==> src/rtl/phase_timer_bcd.sv <==
`default_nettype none
// ============================================================================
// Module  : phase_timer_bcd
// Brief   : Washer phase timer with BCD mm:ss remaining/elapsed display,
//           pause/hold, sticky per-phase done flags and a 1-cycle done pulse.
// Revision: 1.0 - initial release
// ============================================================================
module phase_timer_bcd #(
  parameter int unsigned TICK_DIV  = 50000000,
  parameter int unsigned WASH_S    = 600,
  parameter int unsigned WATER_S   = 30,
  parameter int unsigned DEWATER_S = 300,
  parameter int unsigned ALARM_S   = 10
) (
  input  logic       clk,
  input  logic       reset,
  input  logic [2:0] state_in,
  input  logic       pause,
  input  logic       count_up,
  output logic       wash,
  output logic       water,
  output logic       dewater,
  output logic       alarm,
  output logic       done_pulse,
  output logic       running,
  output logic [3:0] seg3,
  output logic [3:0] seg2,
  output logic [3:0] seg1,
  output logic [3:0] seg0
);

  function automatic logic [15:0] to_bcd(input int unsigned s);
    int unsigned m;
    int unsigned x;
    m = s / 60;
    x = s % 60;
    return {4'(m / 10), 4'(m % 10), 4'(x / 10), 4'(x % 10)};
  endfunction

  // Digit limits from the least significant digit up: 9, 5, 9, 5.
  function automatic logic [15:0] bcd_dec(input logic [15:0] v);
    logic [15:0] r;
    r = v;
    if (v[3:0] != 4'd0) begin
      r[3:0] = v[3:0] - 4'd1;
    end else begin
      r[3:0] = 4'd9;
      if (v[7:4] != 4'd0) begin
        r[7:4] = v[7:4] - 4'd1;
      end else begin
        r[7:4] = 4'd5;
        if (v[11:8] != 4'd0) begin
          r[11:8] = v[11:8] - 4'd1;
        end else begin
          r[11:8]  = 4'd9;
          r[15:12] = v[15:12] - 4'd1;
        end
      end
    end
    return r;
  endfunction

  function automatic logic [15:0] bcd_inc(input logic [15:0] v);
    logic [15:0] r;
    r = v;
    if (v[3:0] != 4'd9) begin
      r[3:0] = v[3:0] + 4'd1;
    end else begin
      r[3:0] = 4'd0;
      if (v[7:4] != 4'd5) begin
        r[7:4] = v[7:4] + 4'd1;
      end else begin
        r[7:4] = 4'd0;
        if (v[11:8] != 4'd9) begin
          r[11:8] = v[11:8] + 4'd1;
        end else begin
          r[11:8]  = 4'd0;
          r[15:12] = (v[15:12] == 4'd5) ? 4'd0 : v[15:12] + 4'd1;
        end
      end
    end
    return r;
  endfunction

  localparam int unsigned      c_PW       = (TICK_DIV > 1) ? $clog2(TICK_DIV) : 1;
  localparam logic [c_PW-1:0]  c_TICK_MAX = c_PW'(TICK_DIV - 1);

  localparam logic [15:0] c_WASH_BCD    = to_bcd(WASH_S);
  localparam logic [15:0] c_WATER_BCD   = to_bcd(WATER_S);
  localparam logic [15:0] c_DEWATER_BCD = to_bcd(DEWATER_S);
  localparam logic [15:0] c_ALARM_BCD   = to_bcd(ALARM_S);

  localparam logic [2:0] c_PH_WASH    = 3'b011;
  localparam logic [2:0] c_PH_WATER   = 3'b010;
  localparam logic [2:0] c_PH_DEWATER = 3'b110;
  localparam logic [2:0] c_PH_ALARM   = 3'b100;

  localparam logic [1:0] c_IDLE  = 2'd0;
  localparam logic [1:0] c_RUN   = 2'd1;
  localparam logic [1:0] c_PAUSE = 2'd2;
  localparam logic [1:0] c_DONE  = 2'd3;

  logic [1:0]      fsm_q, fsm_d;
  logic [2:0]      state_q, state_d;
  logic [c_PW-1:0] presc_q, presc_d;
  logic [15:0]     rem_q, rem_d;
  logic [15:0]     ela_q, ela_d;
  logic [3:0]      flag_q, flag_d;
  logic            done_q, done_d;

  logic        w_timed;
  logic        w_change;
  logic        w_count;
  logic        w_tick;
  logic        w_expire;
  logic [15:0] w_dur;

  always_comb begin
    w_timed = (state_in == c_PH_WASH) || (state_in == c_PH_WATER) ||
              (state_in == c_PH_DEWATER) || (state_in == c_PH_ALARM);
    w_dur = 16'h0000;
    case (state_in)
      c_PH_WASH:    w_dur = c_WASH_BCD;
      c_PH_WATER:   w_dur = c_WATER_BCD;
      c_PH_DEWATER: w_dur = c_DEWATER_BCD;
      c_PH_ALARM:   w_dur = c_ALARM_BCD;
      default:      w_dur = 16'h0000;
    endcase
  end

  // Reload and untimed clear take priority over counting in the same cycle.
  assign w_change = (state_in != state_q);
  assign w_count  = (fsm_q == c_RUN) && w_timed && !w_change;
  assign w_tick   = w_count && (presc_q == c_TICK_MAX);
  assign w_expire = w_tick && (rem_q == 16'h0001);

  always_ff @(posedge clk or negedge reset) begin
    if (!reset) begin
      fsm_q <= c_IDLE;
    end else begin
      fsm_q <= fsm_d;
    end
  end

  always_comb begin
    fsm_d = fsm_q;
    if (!w_timed) begin
      fsm_d = c_IDLE;
    end else if (w_change) begin
      fsm_d = pause ? c_PAUSE : c_RUN;
    end else begin
      case (fsm_q)
        c_RUN: begin
          if (w_expire)   fsm_d = c_DONE;
          else if (pause) fsm_d = c_PAUSE;
        end
        c_PAUSE: begin
          if (!pause) fsm_d = c_RUN;
        end
        default: fsm_d = fsm_q;
      endcase
    end
  end

  always_comb begin
    running = (fsm_q == c_RUN);
    {seg3, seg2, seg1, seg0} = count_up ? ela_q : rem_q;
  end

  always_comb begin
    state_d = state_in;
    presc_d = presc_q;
    rem_d   = rem_q;
    ela_d   = ela_q;
    flag_d  = flag_q;
    done_d  = 1'b0;
    if (!w_timed) begin
      presc_d = '0;
      rem_d   = '0;
      ela_d   = '0;
      flag_d  = '0;
    end else if (w_change) begin
      presc_d = '0;
      rem_d   = w_dur;
      ela_d   = '0;
      flag_d  = '0;
    end else if (w_count) begin
      if (w_tick) begin
        presc_d = '0;
        rem_d   = bcd_dec(rem_q);
        ela_d   = bcd_inc(ela_q);
        if (w_expire) begin
          done_d = 1'b1;
          flag_d = flag_q | {state_q == c_PH_WASH, state_q == c_PH_WATER,
                             state_q == c_PH_DEWATER, state_q == c_PH_ALARM};
        end
      end else begin
        presc_d = presc_q + c_PW'(1);
      end
    end
  end

  always_ff @(posedge clk or negedge reset) begin
    if (!reset) begin
      state_q <= 3'b000;
      presc_q <= '0;
      rem_q   <= '0;
      ela_q   <= '0;
      flag_q  <= '0;
      done_q  <= 1'b0;
    end else begin
      state_q <= state_d;
      presc_q <= presc_d;
      rem_q   <= rem_d;
      ela_q   <= ela_d;
      flag_q  <= flag_d;
      done_q  <= done_d;
    end
  end

  assign {wash, water, dewater, alarm} = flag_q;
  assign done_pulse = done_q;

endmodule
`default_nettype wire
==> config.mk <==
export PLATFORM = sky130hd
export DESIGN_NAME = phase_timer_bcd
export DESIGN_NICKNAME = d
export VERILOG_FILES = /design/src/rtl/phase_timer_bcd.sv
export SDC_FILE = /design/constraint.sdc
export NUM_CORES = 1
export LEC_CHECK = 0
export BUFFER_PORTS_ARGS = -buffer_cell sky130_fd_sc_hd__buf_2
export CORE_MARGIN = 3
export CORE_UTILIZATION = 40
export DETAILED_ROUTE_END_ITERATION = 12
export GPL_TIMING_DRIVEN = 0
export PLACE_DENSITY = 0.58
export SETUP_SLACK_MARGIN = 0.02
export SYNTH_ARGS = -nofsm -noshare
export SYNTH_HDL_FRONTEND = slang
export SYNTH_SLANG_ARGS = --single-unit
==> constraint.sdc <==
create_clock -name clk -period 3.85 [get_ports clk]
set_clock_uncertainty 0.05 [all_clocks]
set_input_delay 0.5775 -clock clk [delete_from_list [all_inputs] [get_ports clk]]
set_output_delay 0.5775 -clock clk [all_outputs]
set_load 0.05 [all_outputs]
==> results <==
- The clock passes through at most 2 buffers.
- The required time of the critical path is 4.07 ns.
- Detailed placement ended at an HPWL of 8115 um.
- The number of enable flip-flop cells after synthesis is 0.
- The run finished with clean final reports.
- The data arrival time of the critical path is 3.00 ns.
- For the worst-skew pair, the clock arrives at the later sink with an insertion delay of 0.35 ns.
- The die width is 110.5 um.
- The pin count of the biggest net entering global routing is 69.
- The number of max-slew violations in the final report is 0.
- The number of setup buffers added after CTS is 0.
- The sum of negative setup slack is 0 ns.
- The number of nets in the synthesized netlist is 498.
- The placer's final routability congestion estimate is 0.8265.
- The most common cell after layout, fill and taps aside is dfrtp_1.
- The count of antenna-violating nets left after detailed routing is 0.
- Counting every sink on the clock net gives 68.
- CTS placed an instance of clkbuf_8 at the clock tree root.
- Summed over all layers, the global routing overflow is 0.
- By startpoint and endpoint, the worst setup path is classified as reg -> reg.
- Each instance of the synthesized netlist takes up on average 9.143 um2.
- The core area is 10,460 um2.
- The worst-case IR drop observed on VDD is 0.2164 mV.
- The total die area is 12,220 um2.
- Derived from the worst setup path, the maximum achievable clock frequency is 358.5 MHz.
- The effective utilization at floorplan is 41.77%.
- The initial antenna violation count was 0.
- Of the cells placed in the final design, the portion with a size suffix greater than 1 is 16.25%.
- In this run the tightest slew margin relative to its limit is 46.43%.
- The CTS tree is built.
- The DRC violation count after routing is 0.
- After clock tree synthesis, the repair step resized 0 gates.
- The synthesized flop and latch total is 68.
- The number of setup violations in the final report is 0.
- The routed design could run at a clock period as short as 2.789 ns.
- The async set or reset register ratio after synthesis is 100.0%.
- After synthesis the cells add up to 4370 um2.
- In the final routed layout, each cell accounts on average for 17.23 um.
- The post-detailed-route via-to-cell ratio is 5.838.
- The number of different library cells used by synthesis comes to 68.
- In this run the biggest area consumer among cell types represents 38.94% of the synthesized area.
- The final hold violation count is 0.
- The power density over cell area is 323.4 nW/um2.
- Among all flip-flop cells after synthesis, the most frequent one is dfrtp_1.
- Buffers placed on the I/O ports in this run total 28.
- The number of fill cells is 1,049.
- For this run, the number of Yosys warnings is 0.
- Of the available clock period, the critical path in the final layout requires 72.44%.
- After clock tree synthesis, the clock-pin slew on the worst setup and hold paths is 0.08 ns.
- Once placement completed, the tool counted placed cells totaling 643.
- The routed layout has 3,847 vias.
- The floorplan step set the die height to 110.5 um.
- The delay of the slowest cell on the worst path is 0.64 ns.
- The count of mapped cells out of synthesis is 478.
- The synthesis-to-layout area growth is 13.08%.
- Excluding fillers, the count of instances in the completed layout stands at 659.
- Walking the worst path, the cells encountered are inv_1 -> ha_1 -> nor3b_1 -> nand4_1 -> a2111oi_2 -> o221ai_1 -> mux2i_1.
- The number of nets in the layout is 538.
- Summing the sequential cell areas from Yosys gives 38.94% of the chip area.
- The number of rows created at floorplan is 37.
- The antenna diode count is 0.
- Wires add up to 11,360 um.
- Setup repair after global routing left no endpoint under its margin.
- Of all nets on the critical path, the largest fanout is 6.
- The element type at the critical path start is a register.
- The quantity of hold-fixing buffers added after cts is 0.
- Buffers inserted during clock tree synthesis total 9.
- For this design the top-level I/O count stands at 29.
- Across every metal layer, demand over resource in global routing totals 18.78%.
- The most area-hungry cell type in the Yosys netlist is dfrtp_1.
- The first-pass iteration count of the detailed router is 5.
- The leakage power figure is 1.996 nW.
- At the pin with the least slew margin, the transition time is 0.8014 ns.
- The first-pass GRT wire length is 19,080 um.
- In this run, the number of DRC markers left after iteration 0 of detailed routing was 250.
- STA classifies the critical path endpoint as a register.
- The max-capacitance violation count is 0.
- The type of the tightest min-delay check is in -> async.
- In the layout the commonest cells are dfrtp_1 (68), a21oi_1 (40), nand2_1 (38).
- The via count of the first global-routing pass is 3,643.
- The slowest stage of the critical path belongs to the cell nor3b_1.
- The maximum level of the CTS H-tree is 3.
- By area the synthesized netlist is led by dfrtp_1 (39%), a21oi_1 (4.6%), ha_1 (3.7%).
-- worst paths after layout --
path	endpoint	start	slack [ns]	cells past startpoint
max reg2reg	fsm_q[0]$_DFFE_PN0P_	rem_q[4]$_DFFE_PN0P_	1.06	7
min in group clk	state_q[0]$_DFF_PN0_	state_in[0]	0.30	1
min reg2reg	flag_q[0]$_DFFE_PN0P_	flag_q[0]$_DFFE_PN0P_	0.45	2
max in group asynchronous	presc_q[24]$_DFFE_PN0P_	reset	3.27	2
min	presc_q[15]$_DFFE_PN0P_	reset	0.18	2
max	fsm_q[0]$_DFFE_PN0P_	rem_q[4]$_DFFE_PN0P_	1.06	7
-- registers in the layout (all words and copies together) (netlist names) --
signal	cells
rem_q	16
state_q	3
ela_q	16
flag_q	4
fsm_q	2
presc_q	26
done_pulse	1
-- cells in the mapped netlist, drive strengths merged, types with 11 or more instances --
| cell type | number |
|---|---|
| nand2 | 39 |
| mux2 | 14 |
| o21ai | 23 |
| o31ai | 14 |
| buf | 11 |
| ha | 13 |
| a21oi | 41 |
| clkbuf | 12 |
| nor2 | 32 |
| dfrtp | 68 |
| or4 | 17 |
| or3 | 14 |
| nand3 | 25 |
| nor4 | 15 |
| inv | 23 |
-- kinds of logic (layout without fill, tap and decap cells) --
family,count (synthesis),count (layout),synth area share [%]
mux,23,23,5.669
compound gates,109,109,15.83
fa+ha+maj,13,13,3.722
simple gates,210,210,29.34
buf+inv,46,91,4.523
flops,68,68,38.93
xor+xnor,9,9,1.976
-- cell type report --
class	instances	area, um2	area share (%)
multi-input cells	364	2471	50.00
flip-flops and latches	68	1702	34.43
repair buffers	29	170.2	3.443
well taps	136	170.2	3.443
clock buffers	11	131.4	2.658
plain buffers	23	111.4	2.253
clock inverters	5	100.1	2.025
inverters	23	86.33	1.747
-- critical path, delay by kind of cell (launching register included) --
family                     cells  cell delay [ns]
AOI/OAI and AO/OA              2             0.88
buffers and inverters          1             0.13
adders and majority gates      1             0.18
muxes                          1             0.17
and+or+nand+nor                2             0.89
DFF                            1             0.41
-- per-layer routing --
metal | GRT usage, % | part of all wire (%) | vias to the layer above
li1 | - | - | 1882
met3 | 3.397 | 4.5 | 14
met4 | 5.419 | 1.3 | 0
met1 | 28.64 | 51 | 1849
met5 | 0 | 0 | -
met2 | 26.98 | 44 | 102
-- metrics by stage --
step | hold WS [ns] | instance area (um2) | power (mW) | utilization, % | setup slack, ns
global route | 0.2120 | 4942 | 1.658 | 47.24 | 0.8121
CTS | 0.1965 | 4942 | 1.610 | 47.24 | 1.112
floorplan | 0.2319 | 4370 | 0.8400 | - | 1.381
finish | 0.1798 | 4942 | 1.598 | 47.24 | 1.061
detailed placement | 0.4324 | 4711 | 0.8958 | 45.03 | 0.8973
global placement | 0.4327 | 4681 | 0.8894 | 44.74 | 0.9021
-- power by group --
| part | leakage, nW | internal [mW] | switching, mW |
|---|---|---|---|
| clock network | 0.117 | 0.429 | 0.287 |
| logic | 0.942 | 0.0454 | 0.105 |
| registers | 0.937 | 0.723 | 0.00894 |
| total | 2.00 | 1.20 | 0.401 |
(Power assumes the default switching activity.)
